[src/rtl/led_pulse_driver.sv]
// led_pulse_driver: turns a one-cycle press event into a timed,
// optionally PWM-dimmed LED on phase followed by a dark lockout gap.
module led_pulse_driver #(
  parameter int ON_CYCLES  = 6000000,
  parameter int OFF_CYCLES = 3000000,
  parameter int PWM_W      = 4,
  parameter int RETRIG     = 0
) (
  input  logic             sysclk,
  input  logic             rst_n,
  input  logic             trig,
  input  logic [PWM_W-1:0] duty,
  output logic             led,
  output logic             busy,
  output logic             done
);

  localparam int ON_W  =
    (ON_CYCLES > 1) ? $clog2(ON_CYCLES) : 1;
  localparam int GAP_W =
    (OFF_CYCLES > 1) ? $clog2(OFF_CYCLES) : 1;
  localparam int ON_LAST  = ON_CYCLES - 1;
  localparam int GAP_LAST =
    (OFF_CYCLES > 0) ? OFF_CYCLES - 1 : 0;
  localparam logic HAS_GAP = (OFF_CYCLES > 0);
  localparam logic CAN_RT  = (RETRIG != 0);

  typedef enum logic [1:0] {
    S_IDLE,
    S_ON,
    S_GAP
  } state_e;

  state_e             state_q, state_d;
  logic [ON_W-1:0]    on_cnt_q, on_cnt_d;
  logic [GAP_W-1:0]   gap_cnt_q, gap_cnt_d;
  logic [PWM_W-1:0]   pwm_q, pwm_d;
  logic [PWM_W-1:0]   duty_l_q, duty_l_d;
  logic               led_q, led_d;
  logic               busy_q, busy_d;
  logic               done_q, done_d;
  logic               on_last;
  logic               gap_last;

  assign on_last  = (on_cnt_q == ON_W'(ON_LAST));
  assign gap_last = (gap_cnt_q == GAP_W'(GAP_LAST));

  // Next state, counters and the registered LED/busy/done values.
  always_comb begin
    state_d   = state_q;
    on_cnt_d  = on_cnt_q;
    gap_cnt_d = gap_cnt_q;
    pwm_d     = pwm_q;
    duty_l_d  = duty_l_q;
    done_d    = 1'b0;
    unique case (state_q)
      S_IDLE: begin
        if (trig) begin
          state_d  = S_ON;
          on_cnt_d = '0;
          pwm_d    = '0;
          duty_l_d = duty;
        end
      end
      S_ON: begin
        if (CAN_RT && trig) begin
          on_cnt_d = '0;
          pwm_d    = '0;
          duty_l_d = duty;
        end else if (on_last) begin
          on_cnt_d = '0;
          pwm_d    = '0;
          if (HAS_GAP) begin
            state_d   = S_GAP;
            gap_cnt_d = '0;
          end else begin
            state_d = S_IDLE;
            done_d  = 1'b1;
          end
        end else begin
          on_cnt_d = on_cnt_q + 1'b1;
          pwm_d    = pwm_q + 1'b1;
        end
      end
      S_GAP: begin
        if (gap_last) begin
          state_d   = S_IDLE;
          gap_cnt_d = '0;
          done_d    = 1'b1;
        end else begin
          gap_cnt_d = gap_cnt_q + 1'b1;
        end
      end
      default: begin
        state_d   = S_IDLE;
        on_cnt_d  = '0;
        gap_cnt_d = '0;
        pwm_d     = '0;
      end
    endcase
    led_d  = (state_d == S_ON) &&
             ((duty_l_d == '1) ||
              (pwm_d < duty_l_d));
    busy_d = (state_d != S_IDLE);
  end

  // State and output registers.
  always_ff @(posedge sysclk or negedge rst_n) begin
    if (!rst_n) begin
      state_q   <= S_IDLE;
      on_cnt_q  <= '0;
      gap_cnt_q <= '0;
      pwm_q     <= '0;
      duty_l_q  <= '0;
      led_q     <= 1'b0;
      busy_q    <= 1'b0;
      done_q    <= 1'b0;
    end else begin
      state_q   <= state_d;
      on_cnt_q  <= on_cnt_d;
      gap_cnt_q <= gap_cnt_d;
      pwm_q     <= pwm_d;
      duty_l_q  <= duty_l_d;
      led_q     <= led_d;
      busy_q    <= busy_d;
      done_q    <= done_d;
    end
  end

  assign led  = led_q;
  assign busy = busy_q;
  assign done = done_q;

endmodule

[config.mk]
export PLATFORM = sky130hd
export DESIGN_NAME = led_pulse_driver
export DESIGN_NICKNAME = d
export VERILOG_FILES = /design/src/rtl/led_pulse_driver.sv
export SDC_FILE = /design/constraint.sdc
export NUM_CORES = 1
export LEC_CHECK = 0
export ABC_AREA = 1
export CAP_MARGIN = 0
export CORE_MARGIN = 2
export CORE_UTILIZATION = 39
export CTS_CLUSTER_SIZE = 40
export DETAILED_ROUTE_END_ITERATION = 10
export GPL_ROUTABILITY_DRIVEN = 1
export HOLD_SLACK_MARGIN = 0.03
export SYNTH_ARGS = -nofsm -noshare
export SYNTH_HDL_FRONTEND = slang
export SYNTH_SLANG_ARGS = --single-unit
[constraint.sdc]
create_clock -name sysclk -period 5.3 [get_ports sysclk]
set_input_delay 1.59 -clock sysclk [delete_from_list [all_inputs] [get_ports sysclk]]
set_output_delay 1.59 -clock sysclk [all_outputs]
set_load 0.02 [all_outputs]
==> results.cfg, run 1 <==
[drt]
drc = 0
drt_iter0_markers = 122
first_pass_iters = 5
detail-route-antenna-nets = 0
routed_via_density = 5.14
wl_per_cell_um = 13.4
drt_wl_total_um = 6980
vias = 2683

[synthesis]
synthTopCellsByArea = dfrtp_1 46%, nand2_1 9.0%, inv_1 5.7%
yosysSeqAreaShare_pct = 45.6
syn_avg_cell_area_um2 = 8.04
ys_types = 36
synth.cell_area_um2 = 3180
synthesis.nets = 409
netlist.top_cell.by_area = dfrtp_1
synth.top_cell.area_share_pct = 45.6
synth_ff_type = dfrtp_1
yosys_warnings = 0
syn_inst = 396
synth-seq-cells = 58
synthArstFlopShare_pct = 100
synth_edf_count = 0

[global_route]
grt_pass1_vias = 2657
grt_busiest_layer = met2
overflow = 0
grt_use_met3_pct = 5.19
grt_start_max_net_pins = 59
met1_usage_pct = 23.4
antenna_found_initial = 0
grt_pass1_wl_um = 12300
use_met2_pct = 27.9
grt_usage_pct = 18.0

[placed_design]
gp_congestion = 0.846
portBuffers = 9
hpwl_um = 4950
pre_cts_ws_ns = 1.78

[power]
peakVddDrop_v = 0.000241
finalPower_mw = 1.23
p_leak_nw = 1.57
powerDensity_nw_per_um2 = 342

[critical_path]
worstPathMaxFanout = 6
crit_family = buffers and inverters
cp-end-kind = register
path_cells = clkdlybuf4s50_1, nand2_1, nor2_1, inv_1, o21ai_0, ha_1, nand2_1, inv_1, nand2_1, nand2_1, a21oi_1
worst_ep_arrival_time_ns = 3.47
critPathMaxStageDelay_ns = 0.46
critical_path_required_ns = 5.57
startpoint = trig
slowest_stage = clkdlybuf4s50_1
start_kind = input port
path_depth = 11
path_class = in2reg
crit_buf_inv = 3
worstReg2RegStart = on_cnt_q[1]
cp_common_cell = nand2_1
rr_worst_depth = 13

[finish]
area_growth_syn_to_layout_pct = 13.2
post-route-util_pct = 46.2
n_antenna_cell = 0
drive_above_1_share_pct = 12.1
nNetsFinal = 428

[sta]
max_freq_ghz = 0.312
worst_pin_slew_ns = 0.756
whs_ns = 0.515
finalHoldViolCount = 0
fin_skew_ns = 0.0106
finalMaxSlewViolations = 0
finalSetupViolCount = 0
rsz0062_at_grt = no
finalCritPeriodShare_pct = 60.4
final.setup.tns_ns = 0
min_period_ns = 3.20
postLayoutSetupSlackWorst_ns = 2.10
max-slew-margin-rel_pct = 49.6

[floorplan]
rows = 32
floorplan.core_area_um2 = 7810
die-height_um = 94.4
num_io_pins = 10
start_util_pct = 40.8
dieArea_um2 = 8900
die_w_um = 94.4

[clock_tree]
clk_latency_ns = 0.35
hold_buffers = 0
ctsResizeCount = 0
clock-root-buffer = clkbuf_8
cts-htree-levels = 3
cts_buffers = 9
cts.sinks = 58
clockBufferDepth = 2
clkTransAtPathRegs_ns = 0.07
cts_setup_buffers = 0
cts_tree = yes

[min_path]
min_from = duty_l_q[0]
worstHoldPathType = reg2reg
hold_path_depth = 2

[status]
outcome = completed

[run]
max_cap_viol_count = 0
[stage by stage]
| stage | cell area, um^2 | instances |
|---|---|---|
| finish | 3600 | 522 |
| global route | 3600 | 522 |
| CTS | 3600 | 522 |
| detailed placement | 3390 | 506 |
| global placement | 3390 | 506 |
| floorplan | 3180 | 396 |
[flip-flops by register name, indices dropped and copies added, names as in the netlist]
| name | flops |
|---|---|
| state_q | 2 |
| busy | 1 |
| done | 1 |
| duty_l_q | 4 |
| led | 1 |
| gap_cnt_q | 22 |
| pwm_q | 4 |
| on_cnt_q | 23 |
[worst register-to-register path, stage by stage, from the launching register on]
cell	delay, ns
dfrtp_1	0.41
ha_1	0.25
nand3_2	0.11
nor2_1	0.14
nand3_2	0.13
nand2_4	0.12
inv_2	0.09
a22o_1	0.21
ha_1	0.29
nand2_1	0.07
nand2_1	0.04
nand2_1	0.06
nand2_1	0.05
a21oi_1	0.13
[cells in the mapped netlist, types with 4 or more instances]
cell type / count
inv_2: 7
ha_1: 6
nor4_1: 5
nand4_1: 12
or2_2: 6
o21ai_0: 22
nor3b_1: 4
inv_1: 48
a21oi_1: 21
nand2_1: 76
dfrtp_1: 58
nand2_2: 4
nand3_1: 18
nor2_1: 48
xor2_1: 9
nor3_1: 14
[final timing paths]
| kind | slack, ns | endpoint |
|---|---|---|
| max in group asynchronous | 3.39 | gap_cnt_q[9] |
| setup / recovery | 2.10 | led |
| setup reg to reg | 3.11 | led |
| min in group asynchronous | 1.39 | on_cnt_q[15] |
| hold / removal | 0.51 | duty_l_q[0] |
| hold reg to reg | 0.51 | duty_l_q[0] |
[cells in the final DEF (no fill, tap or decap), drive strengths merged]
cell type,instances
nand2,82
dfrtp,58
inv,55
nor2,53
o21ai,25
a21oi,21
nand3,20
nor3,18
nand4,12
clkbuf,12
xor2,9
clkdlybuf4s50,8
or2,7
ha,6
nor4,6
nor3b,5
xnor2,3
a31oi,3
clkinv,3
buf,3
a22o,2
o31ai,2
a22oi,2
a32o,2
a211oi,1
o22ai,1
bufinv,1
[metal layers]
| metal | vias to the layer above | wire length, um |
|---|---|---|
| li1 | 1348 | - |
| met1 | 1261 | 3350 |
| met2 | 58 | 3180 |
| met3 | 16 | 291 |
| met4 | 0 | 153 |
| met5 | - | 0 |
[kinds of logic (layout without fill, tap and decap cells)]
family	after synthesis	count (layout)	synth area share (%)
adder cells (fa/ha/maj)	6	6	2.36
XOR/XNOR	12	12	3.30
flip-flops	58	58	45.6
buffers and inverters	58	82	7.15
AND/OR/NAND/NOR	203	203	31.2
AO/OA/AOI/OAI	59	59	10.4
[where the power goes]
group	switching, mW	internal [mW]	total, mW
logic	0.146	0.102	0.248
registers	0.0481	0.498	0.546
clock network	0.185	0.255	0.439
[final cells by class]
cell class,instances,area (um^2)
Inverter,55,206
Multi-Input combinational cell,280,1510
Tap cell,102,128
Clock buffer,12,165
Fill cell,758,4200
Timing Repair Buffer,11,100
Clock inverter,4,48.8
Sequential cell,58,1450
(Power assumes the default switching activity.)
==> run 2, diff against run 1 <==
clock period = 2.67 ns   (was 5.3 ns; I/O delays follow)
==> results.cfg, run 2 (synthesized netlist as in run 1, its figures left out) <==
[clock_tree]
cts_buffers = 9
clock-root-buffer = clkbuf_8
cts_tree = yes
cts.sinks = 58
clkTransAtPathRegs_ns = 0.07
hold_buffers = 0
clockBufferDepth = 2
cts_setup_buffers = 0
cts-htree-levels = 3
clk_latency_ns = 0.34
ctsResizeCount = 0

[critical_path]
worst_ep_arrival_time_ns = 2.64
worstPathMaxFanout = 6
startpoint = trig
critical_path_required_ns = 2.93
path_class = in2reg
start_kind = input port
worstReg2RegStart = on_cnt_q[1]
cp-end-kind = register

[sta]
min_period_ns = 2.38
rsz0062_at_grt = no
final.setup.tns_ns = 0
finalMaxSlewViolations = 0
max-slew-margin-rel_pct = 61.8
finalCritPeriodShare_pct = 89.0
whs_ns = 0.438
finalHoldViolCount = 0
fin_skew_ns = 0.00591
worst_pin_slew_ns = 0.568
max_freq_ghz = 0.421
postLayoutSetupSlackWorst_ns = 0.295
finalSetupViolCount = 0

[finish]
top_register = on_cnt_q
drive_above_1_share_pct = 12.5
post-route-util_pct = 46.7
top_regs = on_cnt_q: 23 flops, gap_cnt_q: 22 flops
layout.cells.most_common = nand2_1
n_antenna_cell = 0
area_growth_syn_to_layout_pct = 14.5
fin_area_um2 = 3640
nNetsFinal = 431
largest_reg_flops = 23
final_cell_mix = 76 x nand2_1, 58 x dfrtp_1, 48 x nor2_1, 48 x inv_1, 22 x o21ai_0
stdcell_count = 525

[placed_design]
portBuffers = 9
placed_cell_area_um2 = 3430
pre_cts_ws_ns = -0.0682
gp_congestion = 0.848
dpl.cell_count = 509
hpwl_um = 4990

[power]
p_sw_share_pct = 29.7
finalPower_mw = 2.48
peakVddDrop_v = 0.000586
powerDensity_nw_per_um2 = 679
p_leak_nw = 1.59
p_int_mw = 1.74
pwr-share-clk_pct = 36.7
comb_power_share_pct = 19.8
p_seq_share_pct = 43.6
power_switching_mw = 0.735

[global_route]
grt_start_max_net_pins = 39
overflow = 0
grt_pass1_vias = 2687
grt_usage_pct = 17.7
grt_pass1_wl_um = 12200
antenna_found_initial = 0

[floorplan]
die-height_um = 94.4
die_w_um = 94.4
rows = 32
num_io_pins = 10
floorplan.core_area_um2 = 7810
dieArea_um2 = 8900
start_util_pct = 40.8

[drt]
detail-route-antenna-nets = 0
first_pass_iters = 4
drt_wl_total_um = 6930
wl_per_cell_um = 13.2
drc = 0
routed_via_density = 5.10
drt_iter0_markers = 179
vias = 2676

[run]
max_cap_viol_count = 0

[min_path]
worstHoldPathType = in2async

[status]
outcome = completed
## run 2: cell types whose count changed in the layout (fill, tap and decap cells not counted), sizes merged
| cell | delta |
|---|---|
| clkbuf | -1 |
| bufinv | +1 |
| clkinv | -1 |
| clkinvlp | +1 |
| buf | +3 |
## run 2: final cells by class
class                      count  area (um^2)
fill                         763         4160
multi-input combinational    280         1510
sequential                    58         1450
inverter                      55          206
clock buffer                  11          141
timing repair buffer          14          135
tap                          102          128
clock inverter                 5         77.6
## run 2: power groups by stage
stage / logic (mW) / registers (mW) / clock network [mW]
4_1_cts: 0.499 / 1.08 / 0.934
3_5_place_dp: 0.494 / 1.09 / 0
5_1_grt: 0.569 / 1.09 / 0.967
2_1_floorplan: 0.355 / 1.08 / 0
6_report: 0.490 / 1.08 / 0.907
3_3_place_gp: 0.486 / 1.09 / 0
## run 2: path summary, 6_finish.rpt
check	end	slack (ns)	depth (start not counted)
setup reg to reg	led	0.52	13
min in group sysclk	on_cnt_q[20]	0.52	1
max in group asynchronous	on_cnt_q[19]	1.65	2
hold reg to reg	on_cnt_q[20]	0.52	1
hold / removal	gap_cnt_q[6]	0.44	1
setup / recovery	led	0.29	9
## run 2: metal layers
layer | track usage (%) | vias up | wire, um
met3 | 5.11 | 3 | 238
met5 | 0 | - | 0
li1 | - | 1353 | -
met1 | 22.7 | 1277 | 3340
met2 | 28.5 | 43 | 3330
met4 | 6.16 | 0 | 30
## run 2: worst max-delay path, cell delays in order
cell	delay, ns
clkdlybuf4s50_1	0.46
nand2_1	0.08
nor2_1	0.27
inv_1	0.13
o21ai_0	0.26
ha_1	0.30
a21oi_1	0.15
nand2_1	0.06
a21oi_1	0.12
==> run 3, diff against run 2 <==
CORE_UTILIZATION = 55   (was 39)
PLACE_DENSITY = 0.75   (was unset)
==> results.cfg, run 3 (synthesized netlist as in run 1, its figures left out) <==
[finish]
fin_area_um2 = 3550
area_growth_syn_to_layout_pct = 11.6
largest_reg_flops = 23
top_regs = on_cnt_q: 23 flops, gap_cnt_q: 22 flops
top_register = on_cnt_q
n_antenna_cell = 0
layout.cells.most_common = nand2_1
final_cell_mix = 76 x nand2_1, 58 x dfrtp_1, 48 x nor2_1, 48 x inv_1, 22 x o21ai_0
nNetsFinal = 430
drive_above_1_share_pct = 12.3

[sta]
worst_pin_slew_ns = 0.612
max_freq_ghz = 0.424
final.setup.tns_ns = 0
rsz0062_at_grt = no
finalSetupViolCount = 0
max-slew-margin-rel_pct = 58.8
min_period_ns = 2.36
finalCritPeriodShare_pct = 88.4
fin_skew_ns = 0.00853
finalMaxSlewViolations = 0
finalHoldViolCount = 0

[clock_tree]
ctsResizeCount = 0
cts_setup_buffers = 0
cts-htree-levels = 3
cts_buffers = 9
hold_buffers = 0
cts.sinks = 58
clockBufferDepth = 2
cts_tree = yes
clock-root-buffer = clkbuf_8
clk_latency_ns = 0.34
clkTransAtPathRegs_ns = 0.07

[min_path]
worstHoldPathType = in2async

[drt]
drt_wl_total_um = 6780
routed_via_density = 5.47
vias = 2700
drt_iter0_markers = 111
first_pass_iters = 4
drc = 0
wl_per_cell_um = 13.7
detail-route-antenna-nets = 0

[power]
peakVddDrop_v = 0.000563
p_leak_nw = 1.56
powerDensity_nw_per_um2 = 644

[floorplan]
dieArea_um2 = 6410
die_w_um = 80.1
floorplan.core_area_um2 = 5540
start_util_pct = 57.5
rows = 27
die-height_um = 80.1
num_io_pins = 10

[placed_design]
hpwl_um = 4920
portBuffers = 9
gp_congestion = 0.874
placed_cell_area_um2 = 3380

[critical_path]
worstReg2RegStart = on_cnt_q[1]
path_class = in2reg
worst_ep_arrival_time_ns = 2.63
reg2reg_to = led
rr_worst_depth = 13
cp-end-kind = register
regToRegSetupSlack_ns = 0.51
critical_path_required_ns = 2.94
start_kind = input port
worstPathMaxFanout = 6

[global_route]
grt_start_max_net_pins = 44
grt_pass1_vias = 2704
grt_pass1_wl_um = 11800
overflow = 0
grt_usage_pct = 23.9
antenna_found_initial = 0

[run]
max_cap_viol_count = 0

[status]
outcome = completed
run 3: worst max path at each step:
stage	from	end	slack, ns	depth (start not counted)
floorplan	trig	led	0.60	11
detailed placement	trig	led	0.02	11
global placement	trig	led	0.08	9
global route	trig	led	0.11	11
finish	trig	led	0.31	9
CTS	trig	led	0.36	11
run 3: area by class of cell:
cell class              count  area [um^2]
clock buffers              11          141
fillers                   477         1990
flip-flops and latches     58         1450
repair buffers             13          128
multi-input cells         280         1510
inverters                  55          206
clock inverters             5         30.0
well taps                  72         90.1
run 3: metrics by stage:
stage          setup slack (ns)  hold WS (ns)  utilization, %  power (mW)  cells
3_5_place_dp             0.0193         0.505            61.0        1.60    478
2_1_floorplan             0.596         0.456               -        1.44    396
6_report                  0.310         0.394            64.1        2.29    494
4_1_cts                   0.361         0.386            64.1        2.31    494
3_3_place_gp             0.0797         0.480            61.0        1.57    478
5_1_grt                   0.109         0.416            64.1        2.43    494
run 3: worst max-delay path: stages:
cell and delay [ns]:
clkdlybuf4s50_1 0.46, nand2_1 0.08, nor2_1 0.26, inv_1 0.12, o21ai_0 0.26, ha_1 0.31
a21oi_1 0.15, nand2_1 0.07, a21oi_1 0.11
run 3: power breakdown:
| group | switching, mW | leakage, nW | internal [mW] |
|---|---|---|---|
| clock | 0.346 | 0.0851 | 0.356 |
| sequential | 0.0941 | 0.771 | 0.988 |
| combinational | 0.295 | 0.703 | 0.208 |
| total | 0.735 | 1.56 | 1.55 |
run 3: per-layer routing:
metal | track usage (%) | vias up | wire length, um
met2 | 38.3 | 44 | 3250
met1 | 30.9 | 1295 | 3200
met4 | 9.83 | 0 | 136
met5 | 0 | - | 0
met3 | 5.84 | 12 | 202
li1 | - | 1349 | -
